File: src/rtl/psg_pkg.sv
// -----------------------------------------------------------------------------
// psg_pkg
// Shared constants and types for the SN76489-style PSG bus controller.
//   - channel counts and the noise channel index
//   - bit positions of the command-byte fields
//   - FSM state encoding for the write-busy handshake
//   - decoded command structure produced by psg_byte_decoder
// -----------------------------------------------------------------------------
package psg_pkg;

  localparam int NUM_TONE_CH = 3;  // tone channels 0..2
  localparam int NUM_CH      = 4;  // tone channels plus the noise channel
  localparam int NOISE_CH    = 3;  // channel index that addresses the noise register

  // Command-byte field positions
  localparam int LATCH_BIT = 7;  // 1 = latch byte, 0 = data byte
  localparam int CH_MSB    = 6;  // latch byte channel field [6:5]
  localparam int CH_LSB    = 5;
  localparam int TYPE_BIT  = 4;  // latch byte type: 1 = volume, 0 = tone/noise

  typedef enum logic {
    ST_IDLE = 1'b0,
    ST_BUSY = 1'b1
  } state_e;

  // payload carries bits 3:0 for a latch byte and bits 5:0 for a data byte
  typedef struct packed {
    logic       is_latch;
    logic [1:0] channel;
    logic       is_volume;
    logic [5:0] payload;
  } psg_cmd_t;

endpackage

File: src/rtl/psg_byte_decoder.sv
// -----------------------------------------------------------------------------
// psg_byte_decoder
// Purely combinational split of an SN76489 command byte into its fields.
// Ports:
//   byte_i  in  [7:0]     raw bus byte
//   cmd_o   out psg_cmd_t {is_latch, channel, is_volume, payload}
// channel/is_volume are only meaningful for latch bytes; the controller uses
// its held latched index for data bytes.
// -----------------------------------------------------------------------------
module psg_byte_decoder
  import psg_pkg::*;
(
  input  logic [7:0] byte_i,
  output psg_cmd_t   cmd_o
);

  always_comb begin
    cmd_o.is_latch  = byte_i[LATCH_BIT];
    cmd_o.channel   = byte_i[CH_MSB:CH_LSB];
    cmd_o.is_volume = byte_i[TYPE_BIT];
    // Bit 6 of a data byte carries no information, so only bits 5:0 pass on.
    cmd_o.payload   = byte_i[LATCH_BIT] ? {2'b00, byte_i[3:0]} : byte_i[5:0];
  end

endmodule

File: src/rtl/psg_bus_controller.sv
// -----------------------------------------------------------------------------
// psg_bus_controller
// Bus front-end of an SN76489-style PSG: accepts command bytes over a
// valid/ready handshake and maintains the volume, tone and noise registers.
//
// Parameters:
//   ATTENUATION_CONTROL_BITS  width of each volume register (default 4)
//   FREQUENCY_COUNTER_BITS    width of each tone register   (default 10)
//   NOISE_CONTROL_BITS        width of the noise register   (default 3)
//   BUSY_CYCLES               wr_ready low time after each accept (default 32)
// Ports:
//   clk         in   single clock
//   reset       in   synchronous, active-high reset
//   wr_valid    in   a bus byte is offered
//   wr_data     in   [7:0] command byte
//   wr_ready    out  byte accepted this cycle when wr_valid is also high
//   attn        out  4 volume registers, channel n at [n*ACB +: ACB]
//   tone_freq   out  3 tone registers, tone n at [n*FCB +: FCB]
//   noise_ctrl  out  {white/periodic, rate[1:0]}
//   reset_lfsr  out  one-cycle pulse coincident with every noise write
//
// Build option:
//   PSG_WRITE_BUSY_EN  defined   -> IDLE/BUSY handshake with busy counter
//                      undefined -> no counter, wr_ready = !reset
// -----------------------------------------------------------------------------
module psg_bus_controller
  import psg_pkg::*;
#(
  parameter int ATTENUATION_CONTROL_BITS = 4,
  parameter int FREQUENCY_COUNTER_BITS   = 10,
  parameter int NOISE_CONTROL_BITS       = 3,
  parameter int BUSY_CYCLES              = 32
) (
  input  logic                                         clk,
  input  logic                                         reset,
  input  logic                                         wr_valid,
  input  logic [7:0]                                   wr_data,
  output logic                                         wr_ready,
  output logic [NUM_CH*ATTENUATION_CONTROL_BITS-1:0]   attn,
  output logic [NUM_TONE_CH*FREQUENCY_COUNTER_BITS-1:0] tone_freq,
  output logic [NOISE_CONTROL_BITS-1:0]                noise_ctrl,
  output logic                                         reset_lfsr
);

  localparam int ACB = ATTENUATION_CONTROL_BITS;
  localparam int FCB = FREQUENCY_COUNTER_BITS;
  localparam int NCB = NOISE_CONTROL_BITS;

  psg_cmd_t cmd;
  logic     accept;

  logic [1:0]     latch_ch_q, latch_ch_d;
  logic           latch_vol_q, latch_vol_d;
  logic [ACB-1:0] attn_q [NUM_CH];
  logic [ACB-1:0] attn_d [NUM_CH];
  logic [FCB-1:0] tone_q [NUM_TONE_CH];
  logic [FCB-1:0] tone_d [NUM_TONE_CH];
  logic [NCB-1:0] noise_q, noise_d;
  logic           reset_lfsr_q, reset_lfsr_d;

  logic [1:0] tgt_ch;
  logic       tgt_vol;

  psg_byte_decoder u_decoder (
    .byte_i (wr_data),
    .cmd_o  (cmd)
  );

  assign accept = wr_valid && wr_ready;

  // ---------------------------------------------------------------------------
  // Write handshake
  // ---------------------------------------------------------------------------
`ifdef PSG_WRITE_BUSY_EN
  localparam int CNT_W = (BUSY_CYCLES < 2) ? 1 : $clog2(BUSY_CYCLES);

  state_e           state_q, state_d;
  logic [CNT_W-1:0] cnt_q, cnt_d;

  always_comb begin
    // NOTE: every always_comb output gets a default first so no path can
    // leave it unassigned and infer a latch.
    state_d = state_q;
    cnt_d   = cnt_q;
    case (state_q)
      ST_IDLE: begin
        // BUSY_CYCLES = 0 keeps the FSM in IDLE for back-to-back accepts.
        if (accept && (BUSY_CYCLES != 0)) begin
          state_d = ST_BUSY;
          cnt_d   = CNT_W'(BUSY_CYCLES - 1);
        end
      end
      ST_BUSY: begin
        if (cnt_q == '0) state_d = ST_IDLE;
        else             cnt_d   = cnt_q - 1'b1;
      end
      default: state_d = ST_IDLE;
    endcase
  end

  always_ff @(posedge clk) begin
    if (reset) begin
      state_q <= ST_IDLE;
      cnt_q   <= '0;
    end else begin
      state_q <= state_d;
      cnt_q   <= cnt_d;
    end
  end

  // Gated by reset so no byte slips in while reset is asserted; a reset during
  // BUSY drops straight back to IDLE, so ready returns the cycle after release.
  assign wr_ready = (state_q == ST_IDLE) && !reset;
`else
  logic unused_busy_cfg;
  assign unused_busy_cfg = (BUSY_CYCLES != 0);
  assign wr_ready        = !reset;
`endif

  // ---------------------------------------------------------------------------
  // Register file update
  // ---------------------------------------------------------------------------
  always_comb begin
    latch_ch_d   = latch_ch_q;
    latch_vol_d  = latch_vol_q;
    attn_d       = attn_q;
    tone_d       = tone_q;
    noise_d      = noise_q;
    reset_lfsr_d = 1'b0;

    // A latch byte retargets; a data byte reuses the held index.
    tgt_ch  = cmd.is_latch ? cmd.channel   : latch_ch_q;
    tgt_vol = cmd.is_latch ? cmd.is_volume : latch_vol_q;

    if (accept) begin
      latch_ch_d  = tgt_ch;
      latch_vol_d = tgt_vol;
      if (tgt_vol) begin
        attn_d[tgt_ch] = ACB'(cmd.payload[3:0]);
      end else if (tgt_ch == 2'(NOISE_CH)) begin
        // Pulse on every noise write, even if the value is unchanged.
        noise_d      = NCB'(cmd.payload[2:0]);
        reset_lfsr_d = 1'b1;
      end else if (cmd.is_latch) begin
        tone_d[tgt_ch][3:0] = cmd.payload[3:0];
      end else begin
        tone_d[tgt_ch][FCB-1:4] = (FCB-4)'(cmd.payload);
      end
    end
  end

  // NOTE: state registers use non-blocking assignments so every flop samples
  // the pre-edge value of its peers regardless of evaluation order.
  always_ff @(posedge clk) begin
    if (reset) begin
      // NOTE: the register file is a handful of flops, not a RAM, so it is
      // reset in full; attenuation resets to all ones (silent).
      latch_ch_q   <= '0;
      latch_vol_q  <= 1'b0;
      attn_q       <= '{default: '1};
      tone_q       <= '{default: '0};
      noise_q      <= '0;
      reset_lfsr_q <= 1'b0;
    end else begin
      latch_ch_q   <= latch_ch_d;
      latch_vol_q  <= latch_vol_d;
      attn_q       <= attn_d;
      tone_q       <= tone_d;
      noise_q      <= noise_d;
      reset_lfsr_q <= reset_lfsr_d;
    end
  end

  always_comb begin
    attn      = '0;
    tone_freq = '0;
    for (int n = 0; n < NUM_CH; n++)      attn[n*ACB +: ACB]      = attn_q[n];
    for (int n = 0; n < NUM_TONE_CH; n++) tone_freq[n*FCB +: FCB] = tone_q[n];
  end

  assign noise_ctrl = noise_q;
  assign reset_lfsr = reset_lfsr_q;

endmodule

File: config.mk
export PLATFORM = sky130hd
export DESIGN_NAME = psg_bus_controller
export DESIGN_NICKNAME = d
export VERILOG_FILES = /design/src/rtl/psg_pkg.sv /design/src/rtl/psg_byte_decoder.sv /design/src/rtl/psg_bus_controller.sv
export SDC_FILE = /design/constraint.sdc
export NUM_CORES = 1
export LEC_CHECK = 0
export CORE_MARGIN = 8
export CORE_UTILIZATION = 30
export DETAILED_ROUTE_END_ITERATION = 7
export PLACE_DENSITY_LB_ADDON = 0.1
export SKIP_CTS_REPAIR_TIMING = 1
export SLEW_MARGIN = 40
export SYNTH_ARGS = -nofsm -noshare
export SYNTH_HDL_FRONTEND = slang
export SYNTH_SLANG_ARGS = --single-unit
File: constraint.sdc
create_clock -name clk -period 1.5 [get_ports clk]
set_input_delay 0.225 -clock clk [delete_from_list [all_inputs] [get_ports clk]]
set_output_delay 0.225 -clock clk [all_outputs]
set_load 0.05 [all_outputs]
==> Word level (Yosys, flattened, before mapping) <==
Index checks and enable logic that the tools add are counted.
{ "op_classes": {"n_addsub": 0, "mul": 0, "div": 0, "magnitude_cmp": 2, "eq_ne": 1, "shift": 0, "n_mux": 14, "bitwise": 4, "reduce_logical": 7} }
{ "ops": {"columns": ["cell", "n"], "rows": [
  ["$bwmux 30", 2],
  ["$demux 10 s2", 2],
  ["$mux 30", 1],
  ["$bwmux 16", 1],
  ["$mux 10", 1],
  ["$demux 4 s2", 1],
  ["$mux 4", 2],
  ["$mux 6", 1],
  ["$reduce_and 3->1", 2],
  ["$ge 3x3->1 const B", 1],
  ["$lt 3x1->1 const B", 1],
  ["$not 1->1", 3],
  ["$not 2->3", 1],
  ["$reduce_or 3->1", 1],
  ["$eq 2x2->1 const B", 1],
  ["$logic_and 1x1->1", 2],
  ["$mux 1", 2],
  ["$mux 2", 1],
  ["$reduce_and 2->1", 1],
  ["$logic_not 1->1", 1]
]} }
{ "totals": {"reg_bits": 53, "latch_bits": 0, "mem_bits_rw": 0, "romBits": 0, "input_bits": 11, "output_inout_bits": 51, "elab_cells": 39, "n_memories": 0} }

==> Longest topological paths before layout <==
Gate-level depths: netlist of run 1.
{ "logic_depth": {"depth_word": 8, "depth_mapped": 6, "mapped_depth_nobuf": 3} }

==> Cells and area by module <==
Synthesis of run 1 repeated with hierarchy kept, for this count alone.
{ "unflattened": {"cells_unflattened": 232, "hier_area_um2": 2267.2} }
{ "by_module_without_submodules": {"columns": ["mod", "instances", "cells_each", "area_each_um2", "seq_area_each_um2"], "rows": [
  ["psg_bus_controller", 1, 222, 2194.6, 1061.0],
  ["psg_byte_decoder", 1, 10, 72.6, 0.0]
]} }

==> Worst setup path before layout of run 1 <==
Ideal clock, no wire load.
{ "synth_timing": {"kind": "input -> register", "start": "input port reset", "end": "register tone_q (netlist bit tone_freq[14])", "setup_ns": 0.073, "arrival_ns": 1.557, "t_required_ns": 1.427, "slack_ns": -0.131, "path_stages": 6, "path_buffers": 3, "cell_sequence": "buf_2 inv_1 clkbuf_1 clkbuf_1 nand2_1 mux2i_1"} }
{ "synth_via": {"elab_chain_cells": 3} }
{ "synth_lines": {"columns": ["item", "line", "text"], "rows": [
  ["start, declared", "psg_bus_controller.sv:35", "input logic reset,"],
  ["$logic_not 1->1", "psg_bus_controller.sv:117", "assign wr_ready = !reset;"],
  ["via wr_ready", "psg_bus_controller.sv:38", "output logic wr_ready,"],
  ["$logic_and 1x1->1", "psg_bus_controller.sv:69", "assign accept = wr_valid && wr_ready;"],
  ["$reduce_and 3->1 (no line)", null, null],
  ["end signal, assigned", "psg_bus_controller.sv:168", "tone_q <= tone_d;"],
  ["end, declared", "psg_bus_controller.sv:56", "logic [FCB-1:0] tone_q [NUM_TONE_CH];"]
]} }
The timed path passes the listed nets, and every way through them passes these cells.
A chain may end at the register's enable or synchronous reset.

==> Final worst setup path of run 1 <==
{ "layout_timing": {"start": "register latch_ch_q[0]", "end": "register tone_q (netlist bit tone_freq[26])"} }
{ "layout_via": {"elab_chain_cells": 8, "elab_cells_between_ends": 14, "classes_between": "2 x order compare; 1 x eq/ne; 7 x mux; 2 x bitwise; 2 x reduce/logical"} }
{ "layout_lines": {"columns": ["item", "line", "text"], "rows": [
  ["start, declared", "psg_bus_controller.sv:52", "logic [1:0] latch_ch_q, latch_ch_d;"],
  ["start signal, assigned", "psg_bus_controller.sv:165", "latch_ch_q <= latch_ch_d;"],
  ["$mux 2 *", "psg_bus_controller.sv:132", "tgt_ch = cmd.is_latch ? cmd.channel : latch_ch_q;"],
  ["$not 2->3 (not written as such)", "psg_bus_controller.sv:145, psg_bus_controller.sv:147", null],
  ["$ge 3x3->1 (not written as such) or $lt 3x1->1 (tied branches)", "psg_bus_controller.sv:147", "tone_d[tgt_ch][FCB-1:4] = (FCB-4)'(cmd.payload);"],
  ["$logic_and 1x1->1 (not written as such)", "psg_bus_controller.sv:147", null],
  ["$mux 10 (not written as such)", "psg_bus_controller.sv:147", null],
  ["$demux 10 s2", "psg_bus_controller.sv:147", null],
  ["$bwmux 30", "psg_bus_controller.sv:147", null],
  ["$mux 30", "psg_bus_controller.sv:144", "end else if (cmd.is_latch) begin"]
]} }
Every way passes the cells marked *; elsewhere a longest branch is shown, timed or not.

==> run_results.csv, run 1 <==
group,metric,value,unit
clocking,cts_htree_levels,2,
drt,wirelength,6220,µm
sta,rsz0062_at_grt,"true",
drt,first_iter_violations,59,
pwr,total_power,2.68,mW
critical_path,crit_family,"simple AND/OR/NAND/NOR gates",
pwr,ir_drop,0.000337,V
placement,portBuffers,61,
critical_path,worstPathRequired,1.75,ns
die,die_x,101,µm
die,initial_core_util,30.2,%
sta,min_period,1.54,ns
sta,final-hold-violation-count,0,
sta,clock_skew,0.00854,ns
grt,grt_busiest_layer,"met2",
die,die-area,10100,µm²
critical_path,criticalPathCategory,"reg2reg",
clocking,cts_tree,"built",
clocking,clock_latency,0.31,ns
final_layout,seqCellArea,1060,µm²
synth,synth_nets,230,
sta,setup_viol_count_final,9,
critical_path,crit_chain,"or4b_4 > nor3b_4 > buf_6 > mux2i_1",
sta,hold_ws,0.334,ns
synth,synth_cell_types,35,
critical_path,critPathBufInv,1,
grt,antenna_found_initial,0,
final_layout,final_common_cell,"buf_4",
critical_path,endpoint_kind,"flop",
clocking,path_clk_slew,0.10,ns
drt,final_antenna_net_count,0,
clocking,cts_made_buffers,5,
synth,ys_seq_area_share,49.5,%
placement,place_area,3100,µm²
sta,relSlewSlack,76.0,%
drt,wl_per_cell,15.0,µm
min_path,hold_class,"in2reg",
final_layout,fillers,701,
clocking,cts_sinks,53,
synth,yosys.area.top_type,"dfxtp_1",
status,violations,"setup timing",
clocking,clk_path_buf_depth,2,
die,die_y,101,µm
synth,syn_inst,219,
grt,grt-ovfl-total,0,
drt,via_per_inst,4.61,
synth,synth_area_leaders,"dfxtp_1, mux2i_1, nand2_1",
pwr,power.leakage,1.48,nW
die,fp.coreArea,7100,µm²
critical_path,startpoint_type,"flop",
sta,max_freq,648,MHz
synth,synth_top_cell_area_share,49.5,%
status,status,"finished with violations",
critical_path,critPathSlowestCell,"or4b_4",
grt,grt_max_degree,24,
sta,post-route-period-util,103,%
synth,netlist_area,2140,µm²
critical_path,max_stage_delay,0.57,ns
placement,post-dp-hpwl,4720,µm
placement,gp_congestion,0.718,
final_layout,postLayoutCellArea,3260,µm²
final_layout,multi_input_area,1020,µm²
sta,fin_ws,-0.0427,ns
grt,grt_pass1_vias,1950,
sta,tightest_slew,0.350,ns
critical_path,crit_arrival,1.79,ns
grt,grtUsageMet3,4.49,%
grt,gr-usage-met1,15.2,%
die,num_io_pins,62,
synth,syn_area_per_cell,9.79,µm²
final_layout,final_cell_mix,"buf_4, dfxtp_1, mux2i_1, nand2_1, nor2_1",
drt,drc,0,
pwr,powerDensity,822,nW/µm²
grt,grtUsageMet2,21.1,%
critical_path,path_max_fanout,7,
synth,synth_seq_cells,53,
final_layout,diodes,0,
clocking,root_buffer,"clkbuf_8",
die,std_cell_rows,31,
final_layout,post_route_cells_drive_above_1_share,36.8,%
synth,yosysWarnings,0,
grt,grt_pass1_wl,10000,µm
drt,drtPass1Iterations,4,
drt,via_count,1909,
sta,maxSlewViolCount,0,
final_layout,nets,325,
run,max_cap_violations,0,
grt,grt_usage,12.6,%
final_layout,area_growth,52.1,%
stage by stage:
step | std cells | TNS (ns) | setup slack (ns) | utilization, %
3_5_place_dp | 404 | -18.31 | -0.473 | 43.6
3_3_place_gp | 404 | -18.46 | -0.441 | 43.6
2_1_floorplan | 219 | -0.00113 | -0.000862 | -
6_report | 414 | -0.227 | -0.0427 | 45.9
4_1_cts | 412 | -2.09 | -0.176 | 44.8
5_1_grt | 414 | -0.905 | -0.110 | 45.9
registers in the layout, indices dropped and copies added (netlist names):
name         cells
attn            16
latch_ch_q       2
reset_lfsr       1
latch_vol_q      1
tone_freq       30
noise_ctrl       3
worst reg2reg max path, cell delays in order (launching register included):
cell,delay (ns)
dfxtp_2,0.33
or4b_4,0.57
nor3b_4,0.26
buf_6,0.15
mux2i_1,0.17
cell families (layout without fill, tap and decap cells):
family                 Yosys count  in the layout  share of synthesized area, %
buffers and inverters           25            121                          4.85
AND/OR/NAND/NOR                 67             67                          16.1
multiplexers                    37             37                          17.3
AO/OA/AOI/OAI                   37             37                          12.2
flip-flops                      53             53                          49.5
metal layers:
layer / part of all wire [%] / routed length [µm]
met3: 6.2 / 386
met5: 0 / 0
met1: 45 / 2820
met4: 0.61 / 38
met2: 48 / 2970
synthesized netlist by cell type (all sizes together):
library cell	count
inv	5
a31o	1
nor2	21
mux2	1
o311ai	6
or3	2
o211ai	1
nand4bb	2
o41ai	6
a21oi	8
a41o	1
nand4	4
dfxtp	53
nand2	22
and3b	1
or4b	2
nor2b	2
clkbuf	10
o211a	1
a211oi	3
clkinv	2
nand3	5
mux2i	36
nor4b	1
and3	2
a311oi	2
nand2b	1
buf	8
nor3b	2
o21ai	8
path summary, 6_finish.rpt:
path	start	end	slack (ns)	depth (start not counted)
setup / recovery	latch_ch_q[0]	tone_freq[26]	-0.04	4
hold / removal	wr_valid	latch_ch_q[0]	0.33	3
setup reg to reg	latch_ch_q[0]	tone_freq[26]	-0.04	4
hold reg to reg	tone_freq[12]	tone_freq[12]	0.46	2
report_power, final:
group	total [mW]	switching, mW	leakage [nW]	internal [mW]
clock	0.809	0.486	0.0439	0.324
combinational	0.422	0.243	1.00	0.179
sequential	1.45	0.0173	0.430	1.43
final cells by class:
| type | count | share of cell area, % |
|---|---|---|
| timing repair buffer | 106 | 28.9 |
| clock inverter | 3 | 0.537 |
| sequential | 53 | 32.6 |
| tap | 99 | 3.80 |
| multi-input combinational | 141 | 31.3 |
| inverter | 7 | 0.806 |
| clock buffer | 5 | 2.11 |
Power figures use the tool's default switching activity.
==> inputs of run 2 (changes only) <==
Settings changed: CAP_MARGIN set to 20, GPL_TIMING_DRIVEN set to 0.
==> run 2 against run 1 <==
Against the previous run: the flow still finishes with violations (setup timing); combinational power is 12% lower; clock-buffer cell count is 2 higher; sequential power about the same; final area up 0.38%; sequential cell count stayed put; critical path depth unchanged; setup slack lost 0.047 ns; critical endpoint is now tone_freq[24]; largest power group unchanged; highest routed layer unchanged.
==> run_results.csv, run 2 (synthesis results as in run 1) <==
group,metric,value,unit
placement,dp.cells,377,
clocking,clock_latency,0.30,ns
sta,max_freq,629,MHz
grt,grt_pass1_vias,1855,
placement,gp_congestion,0.790,
drt,drtPass1Iterations,4,
critical_path,critPathBufInv,1,
placement,portBuffers,59,
placement,post-dp-hpwl,4380,µm
drt,via_per_inst,4.79,
sta,fin_ws,-0.0893,ns
critical_path,max_stage_delay,0.58,ns
critical_path,crit_arrival,1.81,ns
sta,post-route-period-util,106,%
run,max_cap_violations,0,
critical_path,crit_family,"simple AND/OR/NAND/NOR gates",
die,die_x,101,µm
final_layout,final_common_cell,"dlymetal6s2s_1",
final_layout,final_cell_count_no_fill,389,
sta,tightest_slew,0.606,ns
critical_path,startpoint_type,"flop",
critical_path,r2r_setup_slack,-0.09,ns
final_layout,final_cell_mix,"dlymetal6s2s_1, dfxtp_1, mux2i_1, nand2_1, nor2_1",
drt,final_antenna_net_count,0,
clocking,root_buffer,"clkbuf_8",
drt,wirelength,6270,µm
sta,min_period,1.59,ns
grt,grt-ovfl-total,0,
final_layout,area_growth,52.7,%
sta,clock_skew,0.00551,ns
drt,first_iter_violations,87,
final_layout,post_route_cells_drive_above_1_share,14.1,%
min_path,hold_class,"in2reg",
clocking,cts_made_buffers,5,
status,status,"finished with violations",
final_layout,largest_register_ffs,30,
clocking,clk_path_buf_depth,2,
sta,relSlewSlack,59.5,%
clocking,cts_tree,"built",
die,fp.coreArea,7100,µm²
die,die_y,101,µm
die,num_io_pins,62,
critical_path,rr_endpoint,"tone_freq[24]",
final_layout,fillers,701,
die,std_cell_rows,31,
drt,drc,0,
clocking,path_clk_slew,0.09,ns
sta,rsz0062_at_grt,"true",
final_layout,diodes,0,
critical_path,endpoint_kind,"flop",
pwr,ir_drop,0.000426,V
pwr,powerDensity,805,nW/µm²
grt,grt_pass1_wl,9590,µm
sta,maxSlewViolCount,0,
min_path,whs_endpoint,"latch_vol_q",
drt,wl_per_cell,16.1,µm
die,die-area,10100,µm²
clocking,cts_htree_levels,2,
min_path,hold_path_depth,3,
clocking,cts_sinks,53,
drt,via_count,1862,
critical_path,crit_chain,"or4b_4 > nor3b_4 > buf_12 > mux2i_1",
pwr,total_power,2.63,mW
sta,hold_ws,0.295,ns
pwr,power.leakage,1.89,nW
grt,antenna_found_initial,0,
status,violations,"setup timing",
critical_path,rr_worst_depth,4,
grt,grt_usage,12.1,%
critical_path,critPathSlowestCell,"or4b_4",
critical_path,reg2reg_from,"latch_ch_q[0]",
sta,setup_viol_count_final,11,
critical_path,criticalPathCategory,"reg2reg",
grt,grt_max_degree,15,
min_path,min-delay-start,"wr_valid",
final_layout,nets,301,
sta,final-hold-violation-count,0,
critical_path,worstPathRequired,1.72,ns
sta,finalSetupTns,-0.609,ns
die,initial_core_util,30.2,%
critical_path,path_max_fanout,6,
## run 2: changes by cell type in the layout (fill, tap and decap cells not counted), moves of 5 or more
| cell | previous run | this run |
|---|---|---|
| buf_4 | 85 | 8 |
| dlymetal6s2s_1 | 4 | 53 |
| buf_12 | 8 | 1 |
| clkbuf_1 | 0 | 5 |
## run 2: layout make-up
cell class                      instances  area, µm²  area share (%)
Sequential cell                        53       1060            32.5
Multi-Input combinational cell        141       1060            32.4
Timing Repair Buffer                   68        818            25.0
Tap cell                               99        124            3.78
Buffer                                 14       93.8            2.87
Clock buffer                            7       86.3            2.64
Inverter                                7       26.3           0.803
## run 2: per-layer routing
| metal | global-route usage, % | part of all wire [%] | vias to the layer above | routed length (µm) |
|---|---|---|---|---|
| met5 | 0 | 0 | - | 0 |
| met4 | 3.84 | 0.91 | 0 | 57 |
| met2 | 19.1 | 48 | 44 | 2990 |
| met1 | 14.9 | 45 | 888 | 2800 |
| li1 | - | - | 925 | - |
| met3 | 4.28 | 6.8 | 5 | 424 |
## run 2: through the flow
step                cell area (µm²)  setup WS [ns]  util [%]
global route                   3270         -0.141      46.1
global placement               2870         -0.705      40.5
CTS                            2970         -0.708      41.8
floorplan                      2160      -0.000862         -
detailed placement             2880         -0.709      40.6
finish                         3270        -0.0893      46.1
## run 2: worst register-to-register path: cells and delay by family, from the launching register on
kind | cells | cell delay [ns]
buffers and inverters | 1 | 0.15
flip-flops | 1 | 0.35
multiplexers | 1 | 0.18
AND/OR/NAND/NOR | 2 | 0.83
## run 2: worst max-delay path by stage
stage / startpoint / endpoint / slack [ns] / cells after the start
floorplan: reset / tone_freq[24] / -0.0009 / 4
global placement: reset / wr_ready / -0.71 / 5
detailed placement: reset / wr_ready / -0.71 / 5
CTS: reset / wr_ready / -0.71 / 5
global route: latch_ch_q[0] / tone_freq[24] / -0.14 / 4
finish: latch_ch_q[0] / tone_freq[24] / -0.09 / 4
## run 2: power by group
group          internal, mW  switching, mW
sequential             1.43         0.0232
combinational         0.134          0.238
clock                 0.367          0.438
==> inputs of run 3 (changes only) <==
Settings changed: SETUP_SLACK_MARGIN set to 0.15.
==> run 3 against run 2 <==
Against the previous run: the run still ends with setup timing left; global-route usage rose by 0.15 points; clock-buffer cell count shrank 2; clock skew up 0.0066 ns; register-to-register slack worse by 0.05 ns; core utilization is 0.21 points higher; non-clock buffer count rose by 11; routed wire length increased by 0.64%; combinational power increased by 8.3%; largest cell class is now multi-input combinational cells; largest power group unchanged.
==> run_results.csv, run 3 (synthesis results as in run 1) <==
group,metric,value,unit
sta,max_freq,612,MHz
pwr,p_sw,0.756,mW
final_layout,fillers,698,
critical_path,startpoint_type,"flop",
sta,tightest_slew,0.600,ns
clocking,cts_made_buffers,5,
critical_path,endpoint_kind,"flop",
grt,antenna_found_initial,0,
critical_path,crit_chain,"or4b_4 > buf_8 > buf_6 > o311ai_2 > o41ai_1",
placement,dp_slack,-0.673,ns
min_path,hold_class,"in2reg",
sta,min_period,1.63,ns
grt,grt_pass1_vias,1823,
critical_path,crit_arrival,1.83,ns
clocking,cts_tree,"built",
die,die_y,101,µm
critical_path,worstPathRequired,1.70,ns
critical_path,critPathSlowestCell,"or4b_4",
final_layout,diodes,0,
placement,place_area,2890,µm²
critical_path,crit_family,"simple AND/OR/NAND/NOR gates",
sta,post-route-period-util,109,%
sta,clock_skew,0.0121,ns
drt,via_per_inst,4.72,
pwr,powerDensity,863,nW/µm²
drt,via_count,1892,
pwr,power.leakage,1.75,nW
sta,setup_viol_count_final,12,
sta,hold_ws,0.253,ns
grt,grt_max_degree,18,
clocking,cts_sinks,53,
final_layout,final_common_cell,"dfxtp_1",
placement,portBuffers,59,
run,max_cap_violations,0,
critical_path,rr_endpoint,"tone_freq[6]",
clocking,clk_path_buf_depth,2,
die,initial_core_util,30.2,%
die,std_cell_rows,31,
final_layout,largest_register_ffs,30,
critical_path,path_max_fanout,6,
critical_path,max_stage_delay,0.56,ns
grt,grt_pass1_wl,9790,µm
min_path,whs_endpoint,"tone_freq[29]",
critical_path,critPathBufInv,2,
status,violations,"setup timing",
pwr,p_seq_share,51.2,%
drt,first_iter_violations,109,
drt,wl_per_cell,15.7,µm
sta,rsz0062_at_grt,"true",
sta,fin_ws,-0.135,ns
final_layout,post_route_cells_drive_above_1_share,27.8,%
clocking,root_buffer,"clkbuf_8",
pwr,p_comb_share,14.2,%
die,die_x,101,µm
drt,drc,0,
min_path,hold_path_depth,3,
sta,final-hold-violation-count,0,
die,num_io_pins,62,
pwr,pwr-share-clk,34.6,%
pwr,intPower,2.08,mW
pwr,swShare,26.6,%
drt,wirelength,6310,µm
critical_path,r2r_setup_slack,-0.13,ns
clocking,path_clk_slew,0.10,ns
status,status,"finished with violations",
final_layout,final_cell_mix,"dfxtp_1, mux2i_1, dlymetal6s2s_1, clkbuf_2, nand2_1",
critical_path,rr_worst_depth,5,
placement,gp_congestion,0.842,
final_layout,area_growth,53.4,%
grt,grt_usage,12.2,%
critical_path,reg2reg_from,"latch_ch_q[0]",
final_layout,postLayoutCellArea,3290,µm²
grt,grt-ovfl-total,0,
sta,maxSlewViolCount,0,
clocking,clock_latency,0.31,ns
min_path,min-delay-start,"wr_data[5]",
drt,final_antenna_net_count,0,
placement,post-dp-hpwl,4310,µm
drt,drtPass1Iterations,4,
die,die-area,10100,µm²
pwr,ir_drop,0.000354,V
die,fp.coreArea,7100,µm²
clocking,cts_htree_levels,2,
critical_path,criticalPathCategory,"reg2reg",
sta,relSlewSlack,59.9,%
final_layout,nets,312,
## run 3: cell types whose count changed in the layout (fill, tap and decap cells not counted), sizes merged
cell	change
clkbuf	+21
dlymetal6s2s	-21
buf	+10
clkinvlp	+2
bufinv	+1
clkdlybuf4s50	-1
clkinv	-1
inv	+1
## run 3: how the worst max path moves through the flow
stage | start | endpoint | slack (ns) | cells after the start
after floorplan | reset | tone_freq[24] | -0.0009 | 4
after CTS | reset | wr_ready | -0.65 | 5
after detailed placement | wr_valid | tone_freq[24] | -0.67 | 5
after global routing | latch_ch_q[0] | tone_freq[6] | -0.18 | 5
after global placement | wr_valid | tone_freq[24] | -0.66 | 5
final | latch_ch_q[0] | tone_freq[6] | -0.13 | 5
## run 3: cell type report
| type | instances | area, µm² | share of cell area [%] |
|---|---|---|---|
| Multi-Input combinational cell | 141 | 1100 | 33.4 |
| Sequential cell | 53 | 1070 | 32.5 |
| Timing Repair Buffer | 75 | 703 | 21.4 |
| Buffer | 18 | 149 | 4.53 |
| Tap cell | 99 | 124 | 3.77 |
| Clock buffer | 5 | 68.8 | 2.09 |
| Clock inverter | 3 | 43.8 | 1.33 |
| Inverter | 7 | 33.8 | 1.03 |
## run 3: stage by stage
| stage | power (mW) | std cells | utilization (%) | setup TNS, ns |
|---|---|---|---|---|
| after detailed placement | 1.83 | 377 | 40.7 | -25.83 |
| after floorplan | 1.70 | 219 | - | -0.00113 |
| after global placement | 1.83 | 377 | 40.6 | -26.54 |
| final | 2.84 | 401 | 46.3 | -0.659 |
| after CTS | 2.82 | 385 | 42.3 | -19.41 |
| after global routing | 2.96 | 401 | 46.3 | -1.37 |
## run 3: worst min-delay path, delay by kind of cell
kind | cells | cell delay (ns)
mux | 1 | 0.06
simple gates | 1 | 0.09
buf+inv | 1 | 0.15
## run 3: power by group through the flow
stage | registers [mW] | clock network, mW | logic (mW)
2_1_floorplan | 1.55 | 0 | 0.145
3_3_place_gp | 1.48 | 0 | 0.342
4_1_cts | 1.45 | 1.03 | 0.345
5_1_grt | 1.46 | 1.07 | 0.431
6_report | 1.45 | 0.983 | 0.403
3_5_place_dp | 1.48 | 0 | 0.344
## run 3: per-layer routing
metal	up-vias	routed length (µm)	track usage [%]
li1	943	-	-
met1	904	2980	16.0
met2	39	2940	18.7
met3	6	335	4.01
met4	0	55	3.14
met5	-	0	0
